<file path="src/rtl/tv80_pkg.sv">
// rtl/tv80_pkg.sv - shared constants and helpers for the TV80 bus controller
package tv80_pkg;

    // Bit positions inside the one-hot ts/mc vectors from the core
    localparam int MC_M1 = 0;
    localparam int TS_T1 = 1;
    localparam int TS_T2 = 2;
    localparam int TS_T3 = 3;

    // Wait-state counter width (wait parameters range 0..7)
    localparam int CNT_W = 3;

    // External-wait timeout
    localparam int         TOUT_W     = 8;
    localparam logic [7:0] TOUT_LIMIT = 8'd255;

    // Which wait parameter seeds the counter for the current machine cycle
    typedef enum logic [1:0] {
        WSRC_M1  = 2'd0,
        WSRC_IO  = 2'd1,
        WSRC_MEM = 2'd2
    } wait_src_e;

    // Interrupt acknowledge is an M1 cycle but is timed like I/O
    function automatic wait_src_e wait_src(input logic m1,
                                           input logic intcycle_n,
                                           input logic iorq);
        if (m1)
            return intcycle_n ? WSRC_M1 : WSRC_IO;
        else if (iorq)
            return WSRC_IO;
        else
            return WSRC_MEM;
    endfunction

endpackage

</file>
<file path="src/rtl/tv80_wait_gen.sv">
// rtl/tv80_wait_gen.sv - wait-state counter and optional external-wait timeout
//
// Ports:
//   clk, reset_n      clock, asynchronous active-low reset
//   i_m1              current machine cycle is M1
//   i_intcycle_n      low during interrupt-acknowledge M1
//   i_iorq            current cycle is I/O
//   i_ts1, i_ts2      T1 / T2 state flags
//   i_wait_n          external wait request, active low
//   o_core_wait_n     merged wait to the core
//   o_bus_err         one-cycle pulse on wait timeout
//
// Build option: TV80_WAIT_TIMEOUT_EN enables the timeout counter; without it
// o_bus_err is tied low and the external wait is passed straight through.
module tv80_wait_gen
    import tv80_pkg::*;
#(
    parameter int MEM_WAIT = 0,
    parameter int IO_WAIT  = 1,
    parameter int M1_WAIT  = 0
) (
    input  logic clk,
    input  logic reset_n,
    input  logic i_m1,
    input  logic i_intcycle_n,
    input  logic i_iorq,
    input  logic i_ts1,
    input  logic i_ts2,
    input  logic i_wait_n,
    output logic o_core_wait_n,
    output logic o_bus_err
);

    logic [CNT_W-1:0] r_cnt;
    logic [CNT_W-1:0] w_load;
    logic             w_cnt_zero;

    always_comb begin
        w_load = CNT_W'(MEM_WAIT);
        case (wait_src(i_m1, i_intcycle_n, i_iorq))
            WSRC_M1:  w_load = CNT_W'(M1_WAIT);
            WSRC_IO:  w_load = CNT_W'(IO_WAIT);
            default:  w_load = CNT_W'(MEM_WAIT);
        endcase
    end

    // T1 always reloads, even over a countdown still in progress
    always_ff @(posedge clk or negedge reset_n) begin
        if (!reset_n)
            r_cnt <= '0;
        else if (i_ts1)
            r_cnt <= w_load;
        else if (r_cnt != '0)
            r_cnt <= r_cnt - CNT_W'(1);
    end

    assign w_cnt_zero = (r_cnt == '0);

`ifdef TV80_WAIT_TIMEOUT_EN
    logic [TOUT_W-1:0] r_tcnt;
    logic              r_tout;
    logic              r_bus_err;
    logic              w_count_en;
    logic              w_hit;

    assign w_count_en = i_ts2 & w_cnt_zero & ~i_wait_n;
    assign w_hit      = w_count_en && (r_tcnt == TOUT_LIMIT - 8'd1);

    // tcnt saturates at the limit so the error fires only once per stall;
    // edges where internal wait states are still running neither count nor clear
    always_ff @(posedge clk or negedge reset_n) begin
        if (!reset_n) begin
            r_tcnt    <= '0;
            r_tout    <= 1'b0;
            r_bus_err <= 1'b0;
        end else begin
            if (!i_ts2 || i_wait_n)
                r_tcnt <= '0;
            else if (w_count_en && r_tcnt != TOUT_LIMIT)
                r_tcnt <= r_tcnt + 8'd1;

            if (!i_ts2)
                r_tout <= 1'b0;
            else if (w_hit)
                r_tout <= 1'b1;

            r_bus_err <= w_hit;
        end
    end

    // Once timed out, release the core until it leaves T2
    assign o_core_wait_n = r_tout | (i_wait_n & w_cnt_zero);
    assign o_bus_err     = r_bus_err;
`else
    assign o_core_wait_n = i_wait_n & w_cnt_zero;
    assign o_bus_err     = 1'b0;
`endif

endmodule

</file>
<file path="src/rtl/tv80_bus_ctl.sv">
// rtl/tv80_bus_ctl.sv - TV80 bus strobe generator, wait merging and read-data latch
//
// Ports:
//   clk, reset_n          clock, asynchronous active-low reset
//   mc[6:0]               one-hot machine cycle (bit0 = M1)
//   ts[6:0]               one-hot T-state (bit1 = T1, bit2 = T2, bit3 = T3)
//   intcycle_n            low during interrupt-acknowledge M1
//   no_read, write, iorq  cycle qualifiers from the core
//   wait_n                external wait request, active low
//   di[7:0]               external data bus
//   core_wait_n           merged wait to the core
//   rd_n, wr_n, mreq_n, iorq_n   registered bus strobes, active low
//   di_reg[7:0]           latched read data
//   bus_err               one-cycle pulse on wait timeout
//
// Build option: TV80_WAIT_TIMEOUT_EN enables the external-wait timeout.
module tv80_bus_ctl
    import tv80_pkg::*;
#(
    parameter int T2WRITE  = 0,
    parameter int MEM_WAIT = 0,
    parameter int IO_WAIT  = 1,
    parameter int M1_WAIT  = 0
) (
    input  logic       clk,
    input  logic       reset_n,
    input  logic [6:0] mc,
    input  logic [6:0] ts,
    input  logic       intcycle_n,
    input  logic       no_read,
    input  logic       write,
    input  logic       iorq,
    input  logic       wait_n,
    input  logic [7:0] di,
    output logic       core_wait_n,
    output logic       rd_n,
    output logic       wr_n,
    output logic       mreq_n,
    output logic       iorq_n,
    output logic [7:0] di_reg,
    output logic       bus_err
);

    localparam bit EARLY_WR = (T2WRITE != 0);

    logic w_m1, w_t1, w_t2, w_t3;
    logic w_core_wait_n;
    logic w_addr_ph;
    logic w_wr_ph;
    logic w_rd_n, w_wr_n, w_mreq_n, w_iorq_n;
    logic r_rd_n, r_wr_n, r_mreq_n, r_iorq_n;
    logic [7:0] r_di;
    logic w_unused;

    assign w_m1 = mc[MC_M1];
    assign w_t1 = ts[TS_T1];
    assign w_t2 = ts[TS_T2];
    assign w_t3 = ts[TS_T3];

    assign w_unused = ^{mc[6:1], ts[6:4], ts[0]};

    tv80_wait_gen #(
        .MEM_WAIT (MEM_WAIT),
        .IO_WAIT  (IO_WAIT),
        .M1_WAIT  (M1_WAIT)
    ) u_wait_gen (
        .clk           (clk),
        .reset_n       (reset_n),
        .i_m1          (w_m1),
        .i_intcycle_n  (intcycle_n),
        .i_iorq        (iorq),
        .i_ts1         (w_t1),
        .i_ts2         (w_t2),
        .i_wait_n      (wait_n),
        .o_core_wait_n (w_core_wait_n),
        .o_bus_err     (bus_err)
    );

    // Strobes are asserted from the T1 edge and held across wait-stretched T2s;
    // the final T2 edge (wait released) lets them return high
    assign w_addr_ph = w_t1 | (w_t2 & ~w_core_wait_n);

    // Write address strobes follow wr_n so a late (T2) write keeps
    // iorq_n/mreq_n aligned with the write pulse
    assign w_wr_ph = EARLY_WR ? w_addr_ph : w_t2;

    always_comb begin
        w_rd_n   = 1'b1;
        w_wr_n   = 1'b1;
        w_mreq_n = 1'b1;
        w_iorq_n = 1'b1;
        if (w_m1) begin
            if (w_addr_ph) begin
                w_rd_n   = ~intcycle_n;
                w_mreq_n = ~intcycle_n;
                w_iorq_n = intcycle_n;
            end
            // Refresh strobe during T3 of every M1
            if (w_t3)
                w_mreq_n = 1'b0;
        end else if (write) begin
            if (w_wr_ph) begin
                w_wr_n   = 1'b0;
                w_iorq_n = ~iorq;
                w_mreq_n = iorq;
            end
        end else if (!no_read) begin
            if (w_addr_ph) begin
                w_rd_n   = 1'b0;
                w_iorq_n = ~iorq;
                w_mreq_n = iorq;
            end
        end
    end

    always_ff @(posedge clk or negedge reset_n) begin
        if (!reset_n) begin
            r_rd_n   <= 1'b1;
            r_wr_n   <= 1'b1;
            r_mreq_n <= 1'b1;
            r_iorq_n <= 1'b1;
            r_di     <= 8'h00;
        end else begin
            r_rd_n   <= w_rd_n;
            r_wr_n   <= w_wr_n;
            r_mreq_n <= w_mreq_n;
            r_iorq_n <= w_iorq_n;
            if (w_t2 && w_core_wait_n)
                r_di <= di;
        end
    end

    assign core_wait_n = w_core_wait_n;
    assign rd_n        = r_rd_n;
    assign wr_n        = r_wr_n;
    assign mreq_n      = r_mreq_n;
    assign iorq_n      = r_iorq_n;
    assign di_reg      = r_di;

endmodule

</file>
<file path="config.mk">
export PLATFORM = sky130hd
export DESIGN_NAME = tv80_bus_ctl
export DESIGN_NICKNAME = d
export VERILOG_FILES = /design/src/rtl/tv80_pkg.sv /design/src/rtl/tv80_wait_gen.sv /design/src/rtl/tv80_bus_ctl.sv
export SDC_FILE = /design/constraint.sdc
export NUM_CORES = 1
export LEC_CHECK = 0
export CAP_MARGIN = 20
export CORE_ASPECT_RATIO = 0.75
export CORE_MARGIN = 3
export CORE_UTILIZATION = 33
export DETAILED_ROUTE_END_ITERATION = 8
export GPL_TIMING_DRIVEN = 0
export PLACE_DENSITY = 0.77
export SLEW_MARGIN = 20
export SYNTH_ARGS = -nofsm -noshare
export SYNTH_HDL_FRONTEND = slang
export SYNTH_SLANG_ARGS = --single-unit
</file>
<file path="constraint.sdc">
create_clock -name clk -period 1.4 [get_ports clk]
set_input_delay 0.28 -clock clk [delete_from_list [all_inputs] [get_ports clk]]
set_output_delay 0.28 -clock clk [all_outputs]
set_load 0.02 [all_outputs]
</file>
# [Word-level counts from Yosys, hierarchy flattened]
# Index checks and enable logic that the tools add are counted.
[word_totals] reg_bits=15 in_bits=29 out_inout_bits=14 word_cells=44
[op_classes] n_addsub=1 eq_ne=1 muxes=26 bitwise_logic=6 n_reduce_logical=4
[ops] op="$mux W1" n=22
[ops] op="$mux W3" n=2
[ops] op="$mux W2" n=2
[ops] op="$logic_not A3 Y1" n=1
[ops] op="$not A1 Y1" n=3
[ops] op="$reduce_bool A3 Y1" n=1
[ops] op="$sub A3 B1 Y3 const B" n=1
[ops] op="$and A1 B1 Y1" n=2
[ops] op="$eq A2 B1 Y1 const B" n=1
[ops] op="$reduce_bool A2 Y1" n=1
[ops] op="$logic_and A1 B1 Y1" n=1
[ops] op="$or A1 B1 Y1" n=1

# [Logic depth before layout (Yosys ltp)]
[logic_depth] word_depth=9 depth_mapped=8

# [Modules after synthesis]
# A second synthesis with hierarchy kept.
[hier_totals] cells_unflattened=55 area_unflattened_um2=658.1
[modules_own_cells] mod="tv80_bus_ctl" n_inst=1 cells_each=34 area_each_um2=478.0 seq_area_each_um2=305.3
[modules_own_cells] mod="tv80_wait_gen" n_inst=1 cells_each=21 area_each_um2=180.2 seq_area_each_um2=75.1

# [Worst setup path before layout]
# Ideal clock, no wire load.
[synth_path] path_kind="reg2reg" start="reg u_wait_gen.r_cnt[0]" end="reg r_di[0] (netlist: di_reg[0])" setup_ns=0.125 arrival_time_ns=1.444 required_time_ns=1.275 setup_slack_ns=-0.169 stages_incl_launch_ff=9 path_buffers=1 path_cell_list="dfrtp_1 -> inv_1 -> ha_1 -> ha_1 -> buf_6 -> nand2_2 -> inv_2 -> nand2_4 -> mux2_4"
[synth_between] elab_chain_len=3
[synth_lines] element="start, declared" line_no="tv80_wait_gen.sv:34" text="logic [CNT_W-1:0] r_cnt;"
[synth_lines] element="start signal, assigned" line_no="tv80_wait_gen.sv:52" text="r_cnt <= w_load;"
[synth_lines] element="start signal, assigned" line_no="tv80_wait_gen.sv:54" text="r_cnt <= r_cnt - CNT_W'(1);"
[synth_lines] element="$logic_not A3 Y1" line_no="tv80_wait_gen.sv:57" text="assign w_cnt_zero = (r_cnt == '0);"
[synth_lines] element="$and A1 B1 Y1" line_no="tv80_wait_gen.sv:95" text="assign o_core_wait_n = i_wait_n & w_cnt_zero;"
[synth_lines] element="net core_wait_n" line_no="tv80_bus_ctl.sv:35" text="output logic core_wait_n,"
[synth_lines] element="$logic_and A1 B1 Y1" line_no="tv80_bus_ctl.sv:128" text="if (w_t2 && w_core_wait_n)"
[synth_lines] element="end signal, assigned" line_no="tv80_bus_ctl.sv:129" text="r_di <= di;"
[synth_lines] element="end, declared" line_no="tv80_bus_ctl.sv:52" text="logic [7:0] r_di;"
# The timed path passes the listed nets, and every way through them passes these cells.
# A chain may end at the register's enable or synchronous reset.

# [Worst setup path in the final report]
[layout_path] start="reg u_wait_gen.r_cnt[0]" end="out core_wait_n"
[layout_between] elab_chain_len=2
[layout_lines] element="$logic_not A3 Y1" line_no="tv80_wait_gen.sv:57"
[layout_lines] element="$and A1 B1 Y1" line_no="tv80_wait_gen.sv:95"
[layout_lines] element="end, declared" line_no="tv80_bus_ctl.sv:35"
# Every way passes these cells.

==> impl_metrics.json <==
{
  "critical_path.endpoint_type": "primary output",
  "cp_max_fo": 2,
  "fmaxAchievable_mhz": 653,
  "gp_congestion": 0.716,
  "synthToLayoutAreaGrowth_pct": 56.9,
  "routed-wl-met2_um": 709,
  "path_cells": "inv_2 > ha_4 > ha_4 > nand2_4 > inv_6 > buf_6",
  "crit_path_start": "u_wait_gen.r_cnt[0]",
  "finalCritPeriodShare_pct": 109,
  "crit_required_ns": 1.12,
  "reg2regPathDepth": 8,
  "rows": 14,
  "reg2reg_to": "di_reg[5]",
  "start_kind": "register",
  "wire_per_inst_um": 12.8,
  "grt_max_degree": 16,
  "io_buffer_count": 31,
  "ys_ff_latch": 15,
  "antenna_found_initial": 0,
  "routed_wl_um": 1540,
  "syn_nets": 89,
  "synth.yosys.seq_area_share_pct": 52.4,
  "grt_usage_pct": 13.4,
  "drv_slew": 0,
  "syn_inst": 58,
  "firstDrtPassIters": 3,
  "setup_tns_ns": -1.17,
  "clk_latency_ns": 0.29,
  "cts_buffers": 3,
  "synth.cell_area_um2": 726,
  "wl_met3_um": 125,
  "ys_warn_count": 0,
  "fin_crit_ns": 1.53,
  "finalClockSkew_ns": 0.00847,
  "fp.dieH_um": 46.6,
  "crit_top_cell": "ha_4",
  "yosysUniqueCellTypes": 25,
  "root_buffer": "clkbuf_4",
  "tightestPinTransition_ns": 0.643,
  "cts_hold_buf": 0,
  "drc": 0,
  "violations": "setup timing",
  "cap_violations": 0,
  "cts_sinks": 15,
  "antenna_left": 0,
  "cpMaxStageDelayCell": "dfrtp_1",
  "most-common-layout-cells": "clkdlybuf4s50_1 (18), dfrtp_1 (11), mux2_4 (8), dlygate4sd2_1 (8), buf_4 (5)",
  "status": "finished with violations",
  "cts_buffer_depth": 2,
  "nets": 128,
  "io_pins": 43,
  "finalHoldViolations": 0,
  "start_util_pct": 35.4,
  "largest_reg_flops": 8,
  "leakage_nw": 0.527,
  "overflow": 0,
  "path_class": "reg -> out",
  "drive_above_1_share_pct": 39.6,
  "setup_viol": 11,
  "core_um2": 2050,
  "hold_class": "in -> async",
  "die_x_um": 60.2,
  "first_iter_violations": 5,
  "grt_pass1_vias": 564,
  "post-route-worst-setup-slack_ns": -0.131,
  "ir_worst_vdd_uv": 979,
  "cp_data_arrival_time_ns": 1.25,
  "cts_max_level": 1,
  "path_clk_slew_ns": 0.10,
  "grt_pass1_wl_um": 2480,
  "whs_ns": 0.377,
  "vias": 534,
  "crit_end": "core_wait_n",
  "rsz0062_at_grt": "true",
  "final_common_cell": "clkdlybuf4s50_1",
  "ff2ff_setup_slack_ns": -0.12,
  "topRoutingLayerUsed": "met4",
  "cts_tree": "yes",
  "avgSynthCellArea_um2": 12.5,
  "viasPerCell": 4.45,
  "die_area_um2": 2800,
  "diodes": 0,
  "worstReg2RegStart": "u_wait_gen.r_cnt[0]",
  "m1WireLength_um": 674,
  "place_hpwl_um": 1120,
  "p_per_area_nw_per_um2": 1880,
  "slew_headroom_pct": 57.0,
  "critPathMaxStageDelay_ns": 0.37
}
layout make-up:
cell class | count | area (um^2)
Tap cell | 24 | 30.0
Buffer | 1 | 7.51
Inverter | 5 | 23.8
Clock inverter | 1 | 5.00
Fill cell | 183 | 911
Multi-Input combinational cell | 36 | 358
Sequential cell | 15 | 380
Timing Repair Buffer | 35 | 312
Clock buffer | 3 | 22.5
worst max-delay path: cells and delay by family (launching register included):
| family | cells | cell delay [ns] |
|---|---|---|
| flip-flops | 1 | 0.37 |
| adder cells (fa/ha/maj) | 2 | 0.32 |
| buffers and inverters | 3 | 0.20 |
| AND/OR/NAND/NOR | 1 | 0.07 |
where the power goes:
| part | total (mW) | switching [mW] | internal, mW |
|---|---|---|---|
| Clock | 0.256 | 0.150 | 0.106 |
| Sequential | 0.692 | 0.0808 | 0.611 |
| Combinational | 1.20 | 0.572 | 0.624 |
per-layer routing:
layer,track usage [%],vias to the layer above
li1,-,272
met1,14.8,239
met2,21.1,21
met3,5.60,2
met4,9.29,0
met5,0,-
synth_stat cells:
master | instances | area [um^2]
o221a_2 | 1 | 11.3
and2_1 | 1 | 6.26
nand3_1 | 1 | 5.00
nand2b_1 | 1 | 6.26
xor2_1 | 1 | 8.76
a21oi_1 | 4 | 20.0
buf_4 | 1 | 7.51
o31ai_1 | 1 | 7.51
inv_1 | 4 | 15.0
o21ai_0 | 1 | 5.00
conb_1 | 1 | 3.75
mux2_4 | 8 | 120
a211oi_2 | 1 | 12.5
or2_2 | 1 | 6.26
o32a_1 | 1 | 10.0
inv_2 | 1 | 3.75
nand2_1 | 4 | 15.0
nor2_1 | 4 | 15.0
nand2_2 | 1 | 6.26
buf_6 | 1 | 11.3
ha_1 | 2 | 25.0
dfstp_2 | 4 | 105
nor3b_2 | 1 | 12.5
nand2_4 | 1 | 11.3
dfrtp_1 | 11 | 275
logic make-up after synthesis:
kind of cell	count (synthesis)	synth area share [%]
DFF	15	52.4
xor gates and xnor gates	1	1.21
and+or+nand+nor	15	11.6
AOI/OAI and AO/OA	9	9.14
muxes	8	16.6
buffers and inverters	7	5.17
other	1	0.517
adders and majority gates	2	3.45
metrics by stage:
step	worst slack (ns)	utilization (%)	std cells	total power, mW	area, um^2
final	-0.131	55.6	120	2.14	1140
after global routing	-0.214	55.6	120	2.31	1140
after CTS	-0.184	55.9	120	2.14	1140
after detailed placement	-0.469	53.7	113	1.91	1100
after global placement	-0.456	53.7	113	1.87	1100
after floorplan	-0.0627	-	58	1.46	759
timing repair:
| action | CTS | global route |
|---|---|---|
| pin swaps | 4 | 2 |
| setup buffers | 4 | 0 |
| setup endpoints to repair | 24 | 16 |
| gates resized for setup | 26 | 8 |
| hold endpoints to repair | 0 | 0 |
how the worst min path moves through the flow:
stage | start | endpoint | cells after the start
2_1_floorplan | reset_n | di_reg[0] | 0
3_3_place_gp | di_reg[1] | di_reg[1] | 1
3_5_place_dp | di_reg[2] | di_reg[2] | 1
4_1_cts | reset_n | di_reg[3] | 1
5_1_grt | reset_n | di_reg[3] | 1
6_report | reset_n | u_wait_gen.r_cnt[0] | 1
(Power assumes the default switching activity.)
==> RTL change (config.mk and constraints unchanged) <==
Add a define of `TV80_WAIT_TIMEOUT_EN`.
--- a/src/rtl/tv80_wait_gen.sv
+++ b/src/rtl/tv80_wait_gen.sv
@@ -14,2 +14,4 @@
 // o_bus_err is tied low and the external wait is passed straight through.
+`define TV80_WAIT_TIMEOUT_EN
+
 module tv80_wait_gen
Formal check against the unedited RTL: no difference found for any inputs over 10 cycles, from zero or initial values and one cycle with reset_n low; that may be too few to reach the edited logic, so the function may still have changed.
==> RTL change against the unedited design <==
The flow finishes with violations (hold timing, setup timing); die area rose by 67%; routed wire length up 91%; design area is 57% higher; core utilization fell by 4.7 points; sequential cell count grew 10; synthesized area rose by 77%; power is 24% higher; setup slack got worse by 120 ps; clock skew down 0.83 ps.
==> RTL change: results (changes against the unedited design) <==
| Metric | Value |
|---|---|
| Post-DP HPWL | 2.164 mm (+93%) |
| Largest net degree at the start of global routing | 26 (+10) |
| Maximum VDD drop | 0.0006750 V (-31%) |
| CTS Root Cell | clkbuf_8 |
| FF-to-FF Start | u_wait_gen.r_cnt[1] |
| Wire length on met3 | 149 um (+19%) |
| P_sw | 0.0009367 W (+17%) |
| Layout Nets | 182 (+42%) |
| DP Cell Count | 191 (+69%) |
| Headroom to the max-slew limit | 63.10% (+6.1 points) |
| Final TNS setup | -3274 ps (-2103 ps) |
| Slowest cell on the critical path | dfrtp_1 |
| Met2 layer usage reported by global route | 24.15% (+3.0 points) |
| Yosys cell types | 42 (+68%) |
| Via density | 5.071 (+14%) |
| Router iterations before antenna repair | 4 (+1) |
| Critical register-to-register path endpoint | di_reg[2] |
| Power Total | 0.002665 W (+24%) |
| Detailed-routed wire length on met2 | 1.556 mm (+120%) |
| Synthesis Warnings | 0 (unchanged) |
| Worst setup margin | -251.5 ps (-120.0 ps) |
| R2r worst-path depth | 7 (-1) |
| Sequential area share after synthesis | 49.12% (-3.3 points) |
| Starting DRT DRC Count | 116 (+111) |
| Portion of netlist area occupied by mux cells | 8.577% (-8.0 points) |
| Comb pwr | 0.00122 W |
| Hold slack | -18.23 ps (-394.8 ps) |
| WL met1 | 1.218 mm (+81%) |
| Failing checks | hold timing, setup timing |
| First-pass GRT wire length | 4.878 mm (+96%) |
| DRC Markers | 0 (unchanged) |
| Layout cell share with drive strength beyond 1 | 29.73% (-9.9 points) |
| Final wirelength | 2.943 mm (+91%) |
| Clock share of power | 16.6% (+4.7 points) |
| Met1 Use GR | 16.07% (+1.3 points) |
| Synth Area in Adders | 3.899% (+0.45 points) |
| Final setup violation count | 21 (+10) |
| Vias | 1004 (+88%) |
| Layout Skew | 7.639 ps (-0.8272 ps) |
| Synth Area in Compound Gates | 16.28% (+7.1 points) |
| Global-route met3 utilization | 4.066% (-1.5 points) |
| Ys async rst share | 100.0% (unchanged) |
| Max incr delay on CP | 370 ps (about the same) |
| GRT Util Overall | 13.39% (about the same) |
| Status | finished with violations |
| Synth top area cells | dfrtp_1, dfstp_2, mux2_2 |
| Commonest cells in the netlist | dfrtp_1, inv_1, mux2_2 |
| P_leak | 0.7892 nW (+50%) |
| Average size of a mapped cell | 11.67 sq um (-6.7%) |
| Largest family of logic cells by synthesized area | simple AND/OR/NAND/NOR gates |
| Place WS | -571.2 ps (-102.4 ps) |
| Placed instance area | 1700 sq um (+55%) |
| Post-synthesis xor/xnor area fraction | 0.6823% (-0.52 points) |
| Routability cong. | 0.8084 (+13%) |
| R2R Setup Slk | -240 ps (-120 ps) |
| Crit-path max FO | 3 (+1) |
| Skew-Pair Late Insertion Delay | 280 ps |
| Syn nets | 143 (+61%) |
| Final Hold Viols | 21 (+21) |
| CTS buffer count | 3 (unchanged) |
RTL change: cell types whose count changed after synthesis, sizes merged, moves of 3 or more:
cell,change
inv,+3
and2,+4
and4,+4
a31oi,+6
dfrtp,+10
o21ai,+3
RTL change: worst max-delay path: cells and delay by family, from the launching register on:
kind | cells | cell delay, ps
AOI/OAI and AO/OA | 1 | 210
adders and majority gates | 2 | 320
buffers and inverters | 2 | 210
DFF | 1 | 370
RTL change: layout make-up:
class                      count  area [sq um]
buffer                         2         18.77
sequential                    25         630.6
fill                         331          1728
inverter                       8         30.03
clock buffer                   3         41.29
clock inverter                 1         5.005
tap                           50         62.56
timing repair buffer          35         305.3
multi-input combinational     74         691.9
RTL change: what timing repair did:
| item | 4_1_cts | 5_1_grt |
|---|---|---|
| setup buffers | 3 | 1 |
| gates resized for setup | 31 | 7 |
| pin swaps | 5 | 3 |
| setup endpoints to repair | 33 | 26 |
| hold buffers | 0 | 0 |
